## config.mk

```make
export PLATFORM = sky130hd
export DESIGN_NAME = cb_slave_mem_flat
export DESIGN_NICKNAME = d
export VERILOG_FILES = /design/src/rtl/cb_pkg.sv /design/src/rtl/cb_slave_mem_if.sv /design/src/rtl/cb_wait_counter.sv /design/src/rtl/cb_slave_mem.sv /design/src/flat_wrapper.sv
export SDC_FILE = /design/constraint.sdc
export NUM_CORES = 1
export LEC_CHECK = 0
export BUFFER_PORTS_ARGS = -buffer_cell sky130_fd_sc_hd__buf_2
export CAP_MARGIN = 30
export CORE_MARGIN = 2
export CORE_UTILIZATION = 50
export CTS_CLUSTER_SIZE = 8
export DETAILED_ROUTE_END_ITERATION = 12
export PLACE_DENSITY = 0.78
export REMOVE_ABC_BUFFERS = 1
export SLEW_MARGIN = 10
export SYNTH_ARGS = -nofsm -noshare
export SYNTH_HDL_FRONTEND = slang
export SYNTH_SLANG_ARGS = --single-unit
```

## constraint.sdc

```tcl
create_clock -name i_clk -period 3.95 [get_ports i_clk]
set_input_delay 0.5925 -clock i_clk [delete_from_list [all_inputs] [get_ports i_clk]]
set_output_delay 0.5925 -clock i_clk [all_outputs]
set_load 0.01 [all_outputs]
```

## src/rtl/cb_pkg.sv

```systemverilog
// rtl/cb_pkg.sv - shared crossbar definitions: command codes, FSM state encoding, defaults
package cb_pkg;

  localparam logic CMD_READ  = 1'b0;
  localparam logic CMD_WRITE = 1'b1;

  typedef logic [1:0] cb_state_t;
  localparam cb_state_t ST_IDLE = 2'd0;
  localparam cb_state_t ST_WAIT = 2'd1;
  localparam cb_state_t ST_ACK  = 2'd2;
  localparam cb_state_t ST_DATA = 2'd3;

  localparam logic [31:0] CB_ERR_DATA = 32'hDEAD_BEEF;

  function automatic logic [7:0] sat_inc8(input logic [7:0] v);
    return (v == 8'hFF) ? v : v + 8'd1;
  endfunction

endpackage

```

## src/rtl/cb_slave_mem_if.sv

```systemverilog
// rtl/cb_slave_mem_if.sv - crossbar slave-port request/response bus
interface cb_slave_mem_if #(
  parameter int DATA_WDTH = 32,
  parameter int ADDR_WDTH = 32
);
  logic                 req;
  logic [ADDR_WDTH-1:0] addr;
  logic                 cmd;
  logic [DATA_WDTH-1:0] wdata;
  logic                 ack;
  logic [DATA_WDTH-1:0] rdata;
  logic                 busy;
  logic [7:0]           err_cnt;

  modport master (output req, addr, cmd, wdata, input ack, rdata, busy, err_cnt);
  modport slave  (input req, addr, cmd, wdata, output ack, rdata, busy, err_cnt);
endinterface

```

## src/rtl/cb_wait_counter.sv

```systemverilog
// rtl/cb_wait_counter.sv - 4-bit load/decrement counter with zero flag
module cb_wait_counter (
  input  logic       i_clk,
  input  logic       rst,
  input  logic       load_i,
  input  logic [3:0] load_val_i,
  input  logic       dec_i,
  output logic       zero_o
);

  logic [3:0] cnt_q;

  always_ff @(posedge i_clk) begin
    if (rst) begin
      cnt_q <= 4'd0;
    end else if (load_i) begin
      cnt_q <= load_val_i;
    end else if (dec_i && (cnt_q != 4'd0)) begin
      cnt_q <= cnt_q - 4'd1;
    end
  end

  assign zero_o = (cnt_q == 4'd0);

endmodule

```

## src/rtl/cb_slave_mem.sv

```systemverilog
// rtl/cb_slave_mem.sv - crossbar slave endpoint: word memory with programmable wait states
module cb_slave_mem
  import cb_pkg::*;
#(
  parameter int SLV_ID    = 0,
  parameter int SLV_NUM   = 2,
  parameter int DATA_WDTH = 32,
  parameter int ADDR_WDTH = 32,
  parameter int DEPTH     = 16,
  parameter int WAIT_CYC  = 2,
  parameter logic [DATA_WDTH-1:0] ERR_DATA = DATA_WDTH'(CB_ERR_DATA)
) (
  input  logic           i_clk,
  input  logic           rst,
  cb_slave_mem_if.slave  slv_bus
);

  localparam int SLV_AW = $clog2(SLV_NUM);
  localparam int IDX_W  = $clog2(DEPTH);
  localparam int MID_W  = ADDR_WDTH - SLV_AW - IDX_W;
  // Counter holds remaining waits minus one, so the zero flag marks the last WAIT cycle.
  localparam logic [3:0] WAIT_LOAD = (WAIT_CYC == 0) ? 4'd0 : 4'(WAIT_CYC - 1);

  cb_state_t            state_q, state_d;
  logic [ADDR_WDTH-1:0] addr_q, addr_d;
  logic                 cmd_q, cmd_d;
  logic [DATA_WDTH-1:0] wdata_q, wdata_d;
  logic                 ack_q, busy_q;
  logic [DATA_WDTH-1:0] rdata_q, rdata_d;
  logic [7:0]           err_cnt_q;
  logic [DATA_WDTH-1:0] mem_q [DEPTH];
  logic                 accept, cnt_zero, in_range, in_ack;
  logic [IDX_W-1:0]     idx;

  assign accept   = slv_bus.req && ((state_q == ST_IDLE) || (state_q == ST_DATA));
  assign in_ack   = (state_q == ST_ACK);
  assign idx      = addr_q[IDX_W-1:0];
  assign in_range = (addr_q[ADDR_WDTH-1 -: SLV_AW] == SLV_AW'(SLV_ID)) &&
                    (addr_q[IDX_W +: MID_W] == '0);

  cb_wait_counter u_wait_cnt (
    .i_clk      (i_clk),
    .rst        (rst),
    .load_i     (accept),
    .load_val_i (WAIT_LOAD),
    .dec_i      (state_q == ST_WAIT),
    .zero_o     (cnt_zero)
  );

  always_comb begin
    state_d = state_q;
    addr_d  = addr_q;
    cmd_d   = cmd_q;
    wdata_d = wdata_q;
    case (state_q)
      ST_IDLE, ST_DATA: begin
        if (accept) begin
          addr_d  = slv_bus.addr;
          cmd_d   = slv_bus.cmd;
          wdata_d = slv_bus.wdata;
          state_d = (WAIT_CYC == 0) ? ST_ACK : ST_WAIT;
        end else begin
          state_d = ST_IDLE;
        end
      end
      ST_WAIT: begin
        if (!slv_bus.req) state_d = ST_IDLE;
        else if (cnt_zero) state_d = ST_ACK;
      end
      ST_ACK:  state_d = ST_DATA;
      default: state_d = ST_IDLE;
    endcase
  end

  always_comb begin
    rdata_d = '0;
    if (in_ack && (cmd_q == CMD_READ)) rdata_d = in_range ? mem_q[idx] : ERR_DATA;
  end

  always_ff @(posedge i_clk) begin
    if (rst) begin
      state_q   <= ST_IDLE;
      addr_q    <= '0;
      cmd_q     <= CMD_READ;
      wdata_q   <= '0;
      ack_q     <= 1'b0;
      busy_q    <= 1'b0;
      rdata_q   <= '0;
      err_cnt_q <= 8'd0;
    end else begin
      state_q <= state_d;
      addr_q  <= addr_d;
      cmd_q   <= cmd_d;
      wdata_q <= wdata_d;
      ack_q   <= (state_d == ST_ACK);
      busy_q  <= (state_d == ST_WAIT) || (state_d == ST_ACK);
      rdata_q <= rdata_d;
      if (in_ack && !in_range) err_cnt_q <= sat_inc8(err_cnt_q);
    end
  end

  // Synchronous clear on reset keeps this a plain register array.
  always_ff @(posedge i_clk) begin
    if (rst) begin
      for (int i = 0; i < DEPTH; i++) mem_q[i] <= '0;
    end else if (in_ack && (cmd_q == CMD_WRITE) && in_range) begin
      mem_q[idx] <= wdata_q;
    end
  end

  assign slv_bus.ack     = ack_q;
  assign slv_bus.busy    = busy_q;
  assign slv_bus.rdata   = rdata_q;
  assign slv_bus.err_cnt = err_cnt_q;

endmodule

```

## src/flat_wrapper.sv

```systemverilog
// flat-port wrapper written by rule: the top's interface ports become plain ports
module cb_slave_mem_flat import cb_pkg::*;
#(
  parameter int SLV_ID    = 0,
  parameter int SLV_NUM   = 2,
  parameter int DATA_WDTH = 32,
  parameter int ADDR_WDTH = 32,
  parameter int DEPTH     = 16,
  parameter int WAIT_CYC  = 2,
  parameter logic [DATA_WDTH-1:0] ERR_DATA = DATA_WDTH'(CB_ERR_DATA)
)
  (i_clk, rst, slv_bus_req, slv_bus_addr, slv_bus_cmd, slv_bus_wdata, slv_bus_ack, slv_bus_rdata, slv_bus_busy, slv_bus_err_cnt);
  cb_slave_mem_if #(.DATA_WDTH(DATA_WDTH), .ADDR_WDTH(ADDR_WDTH)) slv_bus_i ();
  input  logic i_clk;
  input  logic rst;
  input wire logic [$bits(slv_bus_i.req)-1:0] slv_bus_req;
  input wire logic [$bits(slv_bus_i.addr)-1:0] slv_bus_addr;
  input wire logic [$bits(slv_bus_i.cmd)-1:0] slv_bus_cmd;
  input wire logic [$bits(slv_bus_i.wdata)-1:0] slv_bus_wdata;
  output wire logic [$bits(slv_bus_i.ack)-1:0] slv_bus_ack;
  output wire logic [$bits(slv_bus_i.rdata)-1:0] slv_bus_rdata;
  output wire logic [$bits(slv_bus_i.busy)-1:0] slv_bus_busy;
  output wire logic [$bits(slv_bus_i.err_cnt)-1:0] slv_bus_err_cnt;
  assign slv_bus_i.req = slv_bus_req;
  assign slv_bus_i.addr = slv_bus_addr;
  assign slv_bus_i.cmd = slv_bus_cmd;
  assign slv_bus_i.wdata = slv_bus_wdata;
  assign slv_bus_ack = slv_bus_i.ack;
  assign slv_bus_rdata = slv_bus_i.rdata;
  assign slv_bus_busy = slv_bus_i.busy;
  assign slv_bus_err_cnt = slv_bus_i.err_cnt;
  cb_slave_mem #(.SLV_ID(SLV_ID), .SLV_NUM(SLV_NUM), .DATA_WDTH(DATA_WDTH), .ADDR_WDTH(ADDR_WDTH), .DEPTH(DEPTH), .WAIT_CYC(WAIT_CYC), .ERR_DATA(ERR_DATA)) u_core (.i_clk(i_clk), .rst(rst), .slv_bus(slv_bus_i));
endmodule
```

==> impl_metrics.py <==
metrics = {
    "floorplanning": {
        "die_w_um": 237,
        "rows": 85,
        "io_pins": 110,
        "die_h_um": 237,
        "start_util_pct": 50.4,
        "die_area_um2": 56000,
        "core_um2": 53700,
    },
    "place": {
        "gp_congestion": 0.804,
        "io_buffers": 109,
        "dp_worst_setup_slack_ns": 0.974,
        "dp_hpwl_mm": 37.5,
    },
    "pwr": {
        "powerDensity_nw_per_um2": 495,
        "leakagePower_uw": 0.0113,
        "peakVddDrop_uv": 372,
    },
    "timing": {
        "rsz0062_at_grt": "false",
        "tightestPinTransition_ns": 0.979,
        "fin_ws_ns": 0.871,
        "max_slew_margin_pct": 34.8,
        "fin_worst_skew_ns": 0.0271,
        "max_freq_mhz": 325,
        "hold_viol_final": 0,
        "finalSetupViolations": 0,
        "slew_viol_final": 0,
        "finalCriticalPeriod_ns": 3.08,
        "min_period_over_period_pct": 77.9,
        "whs_ns": 0.217,
    },
    "yosys": {
        "async_reset_ff_share_pct": 0,
        "synth-adder-area-share_pct": 0.231,
        "synth_cell_types": 45,
        "synthCells": 1852,
        "synthSimpleGateAreaFrac_pct": 16.2,
        "yosys.area.top_type": "edfxtp_1",
        "synthFlopType": "edfxtp_1",
        "ys_seq_area_share_pct": 65.4,
        "synth_edf_count": 512,
        "synth_top_family_by_area": "simple AND/OR/NAND/NOR gates",
        "ys.warnings.count": 0,
        "yosysTopAreaCellShare_pct": 56.8,
        "synth_area_leaders": "edfxtp_1 (57%), and2_1 (12%), mux4_2 (11%), dfxtp_1 (8.6%), nand2_1 (1.9%)",
        "syn_avg_cell_area_um2": 14.6,
        "synth-seq-cells": 629,
        "synth_compound_area_share_pct": 3.24,
        "syn-cell-area_um2": 27100,
        "synth-xor-area-share_pct": 0.0970,
        "muxShareOfSynthArea_pct": 12.1,
    },
    "global_routing": {
        "grt_antenna_before_repair": 2,
        "grt_start_max_net_pins": 60,
        "grt_first_pass_wirelength_mm": 99.1,
        "grt.overflow.total": 0,
        "grt_pass1_vias": 16546,
        "grtUsageTotal_pct": 23.7,
    },
    "critical_path": {
        "start_kind": "register",
        "critPathCaptureType": "register",
        "r2r_slack_ns": 0.87,
        "arrival_ns": 3.39,
        "crit_fanout": 18,
        "required_ns": 4.27,
        "crit_type": "register to register",
        "r2r-start": "u_core.addr_q[20]",
        "r2r_cells": 6,
        "r2r_end": "u_core.mem_q[6][12]",
    },
    "drt": {
        "vias_per_cell": 5.81,
        "ant_nets": 0,
        "wl_mm": 65.2,
        "post_drt_wl_per_cell_um": 24.0,
        "drt_pass1_iterations": 5,
        "first_iter_violations": 1606,
        "vias": 15793,
        "drc_errors": 0,
    },
    "status": {
        "outcome": "finished clean",
    },
    "finish": {
        "fin_nets": 2023,
        "diodes": 0,
        "layout_common_cells": "and2_1 (513), edfxtp_1 (512), nand2_1 (139)",
        "synthToLayoutAreaGrowth_pct": 14.2,
        "drive_gt1_share_pct": 21.2,
        "fillers": 4068,
        "layout_commonest_cell": "and2_1",
    },
    "cts": {
        "clock_latency_ns": 0.62,
        "cts_buffer_depth": 3,
        "tritoncts": "done",
        "cts_root_buf": "clkbuf_16",
        "cts_num_sinks": 629,
        "cts.clk_slew.worst_paths_ns": 0.05,
        "cts_resized": 0,
        "cts_buffers": 89,
        "cts_max_level": 3,
        "cts_hold_buffers": 0,
        "cts_setup_buffers": 0,
    },
    "min_path": {
        "hold_depth": 3,
        "whs_endpoint": "u_core.addr_q[6]",
        "worstHoldStart": "slv_bus_addr[6]",
        "hp-class": "primary input to register",
    },
    "run": {
        "drv_cap": 0,
    },
}
## metal layers
metal,track usage [%],wire length [um]
met3,6.09,5680
met1,31.8,26300
met5,0,25
met2,38.1,31400
met4,7.40,1820
## flip-flops by register name, summed over array words and instances (netlist names), named ones only
| signal | cells |
|---|---|
| u_core.addr_q | 32 |
| u_core.cmd_q | 1 |
| u_core.mem_q | 512 |
| u_core.slv_bus.ack | 1 |
| u_core.slv_bus.busy | 1 |
| u_core.slv_bus.err_cnt | 8 |
| u_core.slv_bus.rdata | 32 |
| u_core.state_q | 2 |
| u_core.u_wait_cnt.cnt_q | 4 |
| u_core.wdata_q | 32 |
## where the power goes
group          total (uW)  internal, uW  leakage [uW]  switching [uW]
combinational         738           325       0.00383             413
sequential           7580          7380       0.00626             199
clock                6990          4260       0.00122            2730
total               15300         12000        0.0113            3340
## critical path, cell delays in order (launching register included)
cell and delay [ns]:
dfxtp_1 0.31, nor4_1 0.38, nand3_1 0.28, nor3_4 0.58, and3_2 0.32, or2_2 0.61
buf_4 0.30
## cells by family after synthesis
family	after synthesis
compound gates	140
buf+inv	159
flops	629
xor+xnor	3
fa+ha+maj	5
simple gates	750
mux	166
## worst max path at each step
stage	startpoint	endpoint	cells past startpoint
finish	u_core.addr_q[20]	u_core.mem_q[6][12]	6
global route	u_core.addr_q[20]	u_core.mem_q[6][12]	6
CTS	u_core.addr_q[20]	u_core.mem_q[2][12]	5
detailed placement	u_core.addr_q[14]	u_core.mem_q[2][27]	5
global placement	u_core.addr_q[25]	u_core.mem_q[0][2]	5
floorplan	register	u_core.slv_bus.rdata[14]	4
## cells in the mapped netlist, types with 5 or more instances
cell type and instances:
edfxtp_1 512, clkbuf_1 86, a211oi_1 14, inv_1 6, and3_2 10, mux4_2 128
buf_4 32, o211ai_1 26, dfxtp_1 117, buf_2 20, nor2_1 14, a21oi_1 69
ha_1 5, or2_2 16, mux2i_1 34, nand2_1 140, nor2b_1 17, a22oi_1 24
clkbuf_2 12, and2_1 514
## layout make-up
class,instances,area [um^2],share of cell area (%)
clock buffer,157,2510,8.13
clock inverter,5,47.5,0.154
inverter,6,22.5,0.0728
multi-input combinational,1064,8620,27.9
sequential,629,17700,57.3
tap,696,871,2.82
timing repair buffer,160,1120,3.62
## through the flow
stage	power (uW)	cells	TNS (ns)	cell area, um^2	utilization, %
2_1_floorplan	8110	1699	-80.53	26300	-
3_3_place_gp	8390	2549	0	28200	52.6
3_5_place_dp	8430	2550	0	28300	52.6
4_1_cts	15400	2712	0	30800	57.4
5_1_grt	15700	2717	0	30900	57.6
6_report	15300	2717	0	30900	57.6
(Power assumes the default switching activity.)
